File: config.mk
export PLATFORM = sky130hd
export DESIGN_NAME = bram_rd_arbiter
export DESIGN_NICKNAME = d
export VERILOG_FILES = /design/src/rtl/bram_rd_arbiter.sv
export SDC_FILE = /design/constraint.sdc
export NUM_CORES = 1
export LEC_CHECK = 0
export ABC_AREA = 1
export BUFFER_PORTS_ARGS = -buffer_cell sky130_fd_sc_hd__clkbuf_2
export CORE_AREA = 5 5 73 75
export CTS_CLUSTER_DIAMETER = 80
export CTS_CLUSTER_SIZE = 25
export DETAILED_ROUTE_END_ITERATION = 8
export DIE_AREA = 0 0 78 80
export PLACE_DENSITY = 0.75
export SYNTH_ARGS = -nofsm -noshare
export SYNTH_HDL_FRONTEND = slang
export SYNTH_SLANG_ARGS = --single-unit
File: constraint.sdc
create_clock -name clk -period 1.43 [get_ports clk]
set_input_delay 0.286 -clock clk [delete_from_list [all_inputs] [get_ports clk]]
set_output_delay 0.286 -clock clk [all_outputs]
set_load 0.02 [all_outputs]
File: src/rtl/bram_rd_arbiter.sv
// Purpose: shares one synchronous BRAM read port between client A (scan-out) and client B (colour-map).
// Latency: grant in cycle N -> rd_valid_x in cycle N+2, fixed regardless of contention.
// Backpressure: req/gnt handshake; a losing client holds req+addr until granted; responses cannot be stalled.
//
// Ports:
//   clk, rst                 single clock, synchronous active-high reset
//   rd_req_x / rd_addr_x     client read request and address (x = a, b), held until rd_gnt_x
//   rd_gnt_x                 combinational grant, forced low during reset
//   rd_valid_x / rd_data_x   one-cycle response pulse; data held between pulses
//   rd_err_x                 pulses with rd_valid_x when the address was >= DEPTH
//   bram_addr_read           BRAM read address (holds its last value when idle)
//   bram_data_out            BRAM read data, one cycle after bram_addr_read
//
// Build option: define RD_ARB_ROUND_ROBIN_EN for round-robin arbitration;
// otherwise client A has fixed priority and no pointer register exists.

module bram_rd_arbiter #(
    parameter int WIDTH = 16,
    parameter int DEPTH = 768,
    localparam int ADDRW = $clog2(DEPTH)
) (
    input  logic             clk,
    input  logic             rst,

    input  logic             rd_req_a,
    input  logic [ADDRW-1:0] rd_addr_a,
    output logic             rd_gnt_a,
    output logic             rd_valid_a,
    output logic [WIDTH-1:0] rd_data_a,
    output logic             rd_err_a,

    input  logic             rd_req_b,
    input  logic [ADDRW-1:0] rd_addr_b,
    output logic             rd_gnt_b,
    output logic             rd_valid_b,
    output logic [WIDTH-1:0] rd_data_b,
    output logic             rd_err_b,

    output logic [ADDRW-1:0] bram_addr_read,
    input  logic [WIDTH-1:0] bram_data_out
);

    // One extra bit so DEPTH itself is representable even when DEPTH is a power of two.
    localparam logic [ADDRW:0] DEPTH_W = (ADDRW+1)'(DEPTH);

    logic             sel_b;        // B wins the port this cycle (only meaningful with a request)
    logic             gnt_any;
    logic [ADDRW-1:0] gnt_addr;
    logic             gnt_oor;      // granted address lies outside the frame buffer
    logic [ADDRW-1:0] gnt_addr_safe;
    logic [ADDRW-1:0] addr_hold;

    logic             s1_valid;
    logic             s1_client;    // 0 = A, 1 = B
    logic             s1_err;

`ifdef RD_ARB_ROUND_ROBIN_EN
    // prio_b is the inverse view of the last-granted pointer: after A is granted,
    // B has priority on the next contention. Reset leaves A with priority, so
    // continuous contention from reset yields A,B,A,B.
    logic prio_b;

    always_comb begin
        sel_b = rd_req_b & (~rd_req_a | prio_b);
    end

    always_ff @(posedge clk) begin
        if (rst) begin
            prio_b <= 1'b0;
        end else if (gnt_any) begin
            prio_b <= rd_gnt_a;
        end
    end
`else
    // Fixed priority: B only gets the port when A is idle.
    always_comb begin
        sel_b = rd_req_b & ~rd_req_a;
    end
`endif

    assign rd_gnt_a = ~rst & rd_req_a & ~sel_b;
    assign rd_gnt_b = ~rst & sel_b;
    assign gnt_any  = rd_gnt_a | rd_gnt_b;

    assign gnt_addr      = sel_b ? rd_addr_b : rd_addr_a;
    assign gnt_oor       = ({1'b0, gnt_addr} >= DEPTH_W);
    // Out-of-range reads still occupy a slot but never touch a real location.
    assign gnt_addr_safe = gnt_oor ? '0 : gnt_addr;

    // The read address is combinational on a grant and parks on the last value otherwise.
    assign bram_addr_read = gnt_any ? gnt_addr_safe : addr_hold;

    always_ff @(posedge clk) begin
        if (rst) begin
            addr_hold <= '0;
        end else if (gnt_any) begin
            addr_hold <= gnt_addr_safe;
        end
    end

    // Tag stage: travels alongside the BRAM's one-cycle read latency.
    always_ff @(posedge clk) begin
        if (rst) begin
            s1_valid  <= 1'b0;
            s1_client <= 1'b0;
            s1_err    <= 1'b0;
        end else begin
            s1_valid  <= gnt_any;
            s1_client <= rd_gnt_b;
            s1_err    <= gnt_oor;
        end
    end

    // Response stage: only the tagged client's data register is written,
    // so the other client keeps its last returned word.
    always_ff @(posedge clk) begin
        if (rst) begin
            rd_valid_a <= 1'b0;
            rd_err_a   <= 1'b0;
            rd_data_a  <= '0;
            rd_valid_b <= 1'b0;
            rd_err_b   <= 1'b0;
            rd_data_b  <= '0;
        end else begin
            rd_valid_a <= s1_valid & ~s1_client;
            rd_err_a   <= s1_valid & ~s1_client & s1_err;
            rd_valid_b <= s1_valid & s1_client;
            rd_err_b   <= s1_valid & s1_client & s1_err;
            if (s1_valid && !s1_client) begin
                rd_data_a <= s1_err ? '0 : bram_data_out;
            end
            if (s1_valid && s1_client) begin
                rd_data_b <= s1_err ? '0 : bram_data_out;
            end
        end
    end

endmodule
==> results.json <==
{
  "die_h_um": 80,
  "synth_cell_types": 21,
  "final_antenna_net_count": 0,
  "syn_avg_cell_area_um2": 7.858,
  "port_buffers": 87,
  "hold_violations": 0,
  "power_density_nw_per_um2": 965.3,
  "fin_ws_ns": -0.1196,
  "clockRootBuffer": "clkbuf_8",
  "via_count": 2171,
  "start_util_pct": 42.72,
  "drtIter0Drc": 66,
  "grt_pass1_vias": 2043,
  "row_count": 25,
  "die_area_um2": 6240,
  "synth_area_um2": 1964,
  "syn_inst": 250,
  "num-fill-cells": 334,
  "rrSetupSlack_ns": 0.18,
  "fin_worst_skew_ns": 0.006539,
  "path_max_fanout": 9,
  "grt_overflow": 0,
  "antennaDiodeCount": 0,
  "fp.dieW_um": 78,
  "routedWlPerCell_um": 16.20,
  "coreArea_um2": 4598,
  "ys_warn_count": 0,
  "fin_crit_ns": 1.550,
  "endpoint_kind": "output pin",
  "final_core_util_pct": 70.59,
  "use_met3_pct": 5.079,
  "io_pins": 88,
  "min_to": "rd_data_b[12]",
  "grt_use_total_pct": 18.27,
  "drive_above_1_share_pct": 51.61,
  "power_leakage_nw": 1.540,
  "worstSetupPathType": "input port to output pin",
  "first_pass_iters": 4,
  "drc": 0,
  "final_max_slew_viol_count": 0,
  "clkTransAtPathRegs_ns": 0.10,
  "finalNetCount": 411,
  "use_met2_pct": 31.55,
  "grt_pass1_wl_um": 9425,
  "holdPathStages": 3,
  "layout_worst_path_cycle_share_pct": 108.4,
  "rr_endpoint": "rd_data_b[7]",
  "rsz0062_at_grt": "yes",
  "synth-seq-cells": 49,
  "violations": "negative setup slack",
  "ir_worst_vdd_mv": 0.4582,
  "clock_latency_ns": 0.30,
  "relSlewSlack_pct": 72.24,
  "antenna_found_initial": 0,
  "r2r_start": "s1_client",
  "maxCapViolations": 0,
  "cts_tree": "done",
  "worstRegToRegCells": 4,
  "hold_class": "input port to register",
  "cts.path.max_buffers": 2,
  "tightest_slew_ns": 0.4160,
  "busiest_layer": "met2",
  "routabilityCongestion": 0.7198,
  "arrival_ns": 1.26,
  "startpoint_type": "input port",
  "area_growth_pct": 65.22,
  "status": "finished, violations left",
  "detailed_place_hpwl_um": 3729,
  "htreeDepth": 2,
  "wl_um": 6901,
  "min_from": "bram_data_out[12]",
  "grt_start_max_net_pins": 28,
  "power_mw": 3.133,
  "fmax_mhz": 645.3,
  "via_per_inst": 5.096,
  "cp.required_ns": 1.14,
  "cts.sinks": 49,
  "ys_seq_area_share_pct": 49.94,
  "cts_buffers": 5,
  "setup_viol_count_final": 10,
  "use_met1_pct": 22.65,
  "syn-num-nets": 290
}
routing by layer:
metal / routed length [µm] / part of all wire [%]
met5: 0 / 0
met4: 278 / 4.0
met3: 482 / 7.0
met2: 3438 / 50
met1: 2702 / 39
area by class of cell:
type | instances | area, µm² | share of cell area [%]
Clock buffer | 5 | 68.82 | 2.120
Timing Repair Buffer | 128 | 922.1 | 28.41
Inverter | 14 | 70.07 | 2.159
Sequential cell | 49 | 980.9 | 30.22
Tap cell | 54 | 67.56 | 2.082
Clock inverter | 3 | 28.78 | 0.8867
Multi-Input combinational cell | 173 | 1107 | 34.12
cell families (layout without fill, tap and decap cells):
logic type / Yosys count / count (layout) / synth area share, %
flip-flops: 49 / 49 / 49.94
AND/OR/NAND/NOR: 100 / 100 / 21.78
AO/OA/AOI/OAI: 73 / 73 / 20.70
buffers and inverters: 28 / 150 / 7.579
how the worst max path moves through the flow:
stage	startpoint	endpoint	cells after the start
6_report	rd_req_a	bram_addr_read[2]	8
5_1_grt	rd_req_a	bram_addr_read[2]	8
4_1_cts	rd_req_a	bram_addr_read[2]	10
3_5_place_dp	rd_req_a	bram_addr_read[2]	9
3_3_place_gp	rd_req_a	bram_addr_read[7]	9
2_1_floorplan	rst	bram_addr_read[0]	6
critical path, stage by stage:
cell and delay (ns):
clkbuf_16 0.14, clkinv_8 0.06, buf_6 0.13, nand3_1 0.16
a21oi_4 0.24, nand2_8 0.07, nand2_4 0.07, buf_8 0.11
repair_timing:
action | 4_1_cts | 5_1_grt
buffers inserted | 10 | 2
hold buffers | 0 | 0
pin swaps | 10 | 16
gates resized for setup | 60 | 50
endpoints found under the setup margin | 8 | 10
where the power goes:
group          leakage [nW]  switching (mW)  internal (mW)  total (mW)
clock network        0.0506           0.495          0.366       0.861
registers             0.401          0.0362           1.43        1.47
logic                  1.09           0.453          0.349       0.802
total                  1.54           0.984           2.15        3.13
state kept, by name (all words and copies together) (netlist names):
name,flops
s1_err,1
rd_err_b,1
rd_err_a,1
rd_valid_a,1
s1_valid,1
s1_client,1
rd_data_a,16
rd_valid_b,1
addr_hold,10
rd_data_b,16
cells in the mapped netlist:
library cell	instances	area, µm²
nand3_1	10	50.05
o21ai_4	1	16.27
nand3_2	2	20.02
buf_6	3	33.78
a21oi_2	8	70.07
nand2_4	1	11.26
buf_2	6	30.03
nor2_1	21	78.83
clkbuf_1	2	7.510
dfxtp_1	49	980.9
nand2_1	59	221.5
o21ai_0	26	130.1
inv_1	9	33.78
o21ai_1	1	5.000
inv_2	4	15.01
buf_4	3	22.52
nor3_1	2	10.01
inv_4	1	6.260
nand2_2	4	25.02
a21oi_1	37	185.2
nor2_4	1	11.26
layout by cell type, fill, tap and decap left out, drive strengths merged, types with 12 or more instances in the layout:
cell type,count
dfxtp,49
buf,50
nand2,64
inv,15
a21oi,45
clkbuf,83
o21ai,28
nor2,22
nand3,12
stage by stage:
step                      setup WS [ns]  setup TNS, ns  hold WS [ns]  cells  instance area (µm²)
after global placement         -0.03168       -0.09277        0.4562    406                 2604
final                           -0.1196        -0.7748        0.2248    426                 3246
after floorplan                  0.1403              0        0.4458    250                 1964
after global routing            -0.1640         -1.043        0.2302    426                 3246
after detailed placement       -0.04004        -0.2350        0.4588    406                 2604
after CTS                      -0.02933        -0.2033        0.2177    424                 3019
(Power assumes the default switching activity.)
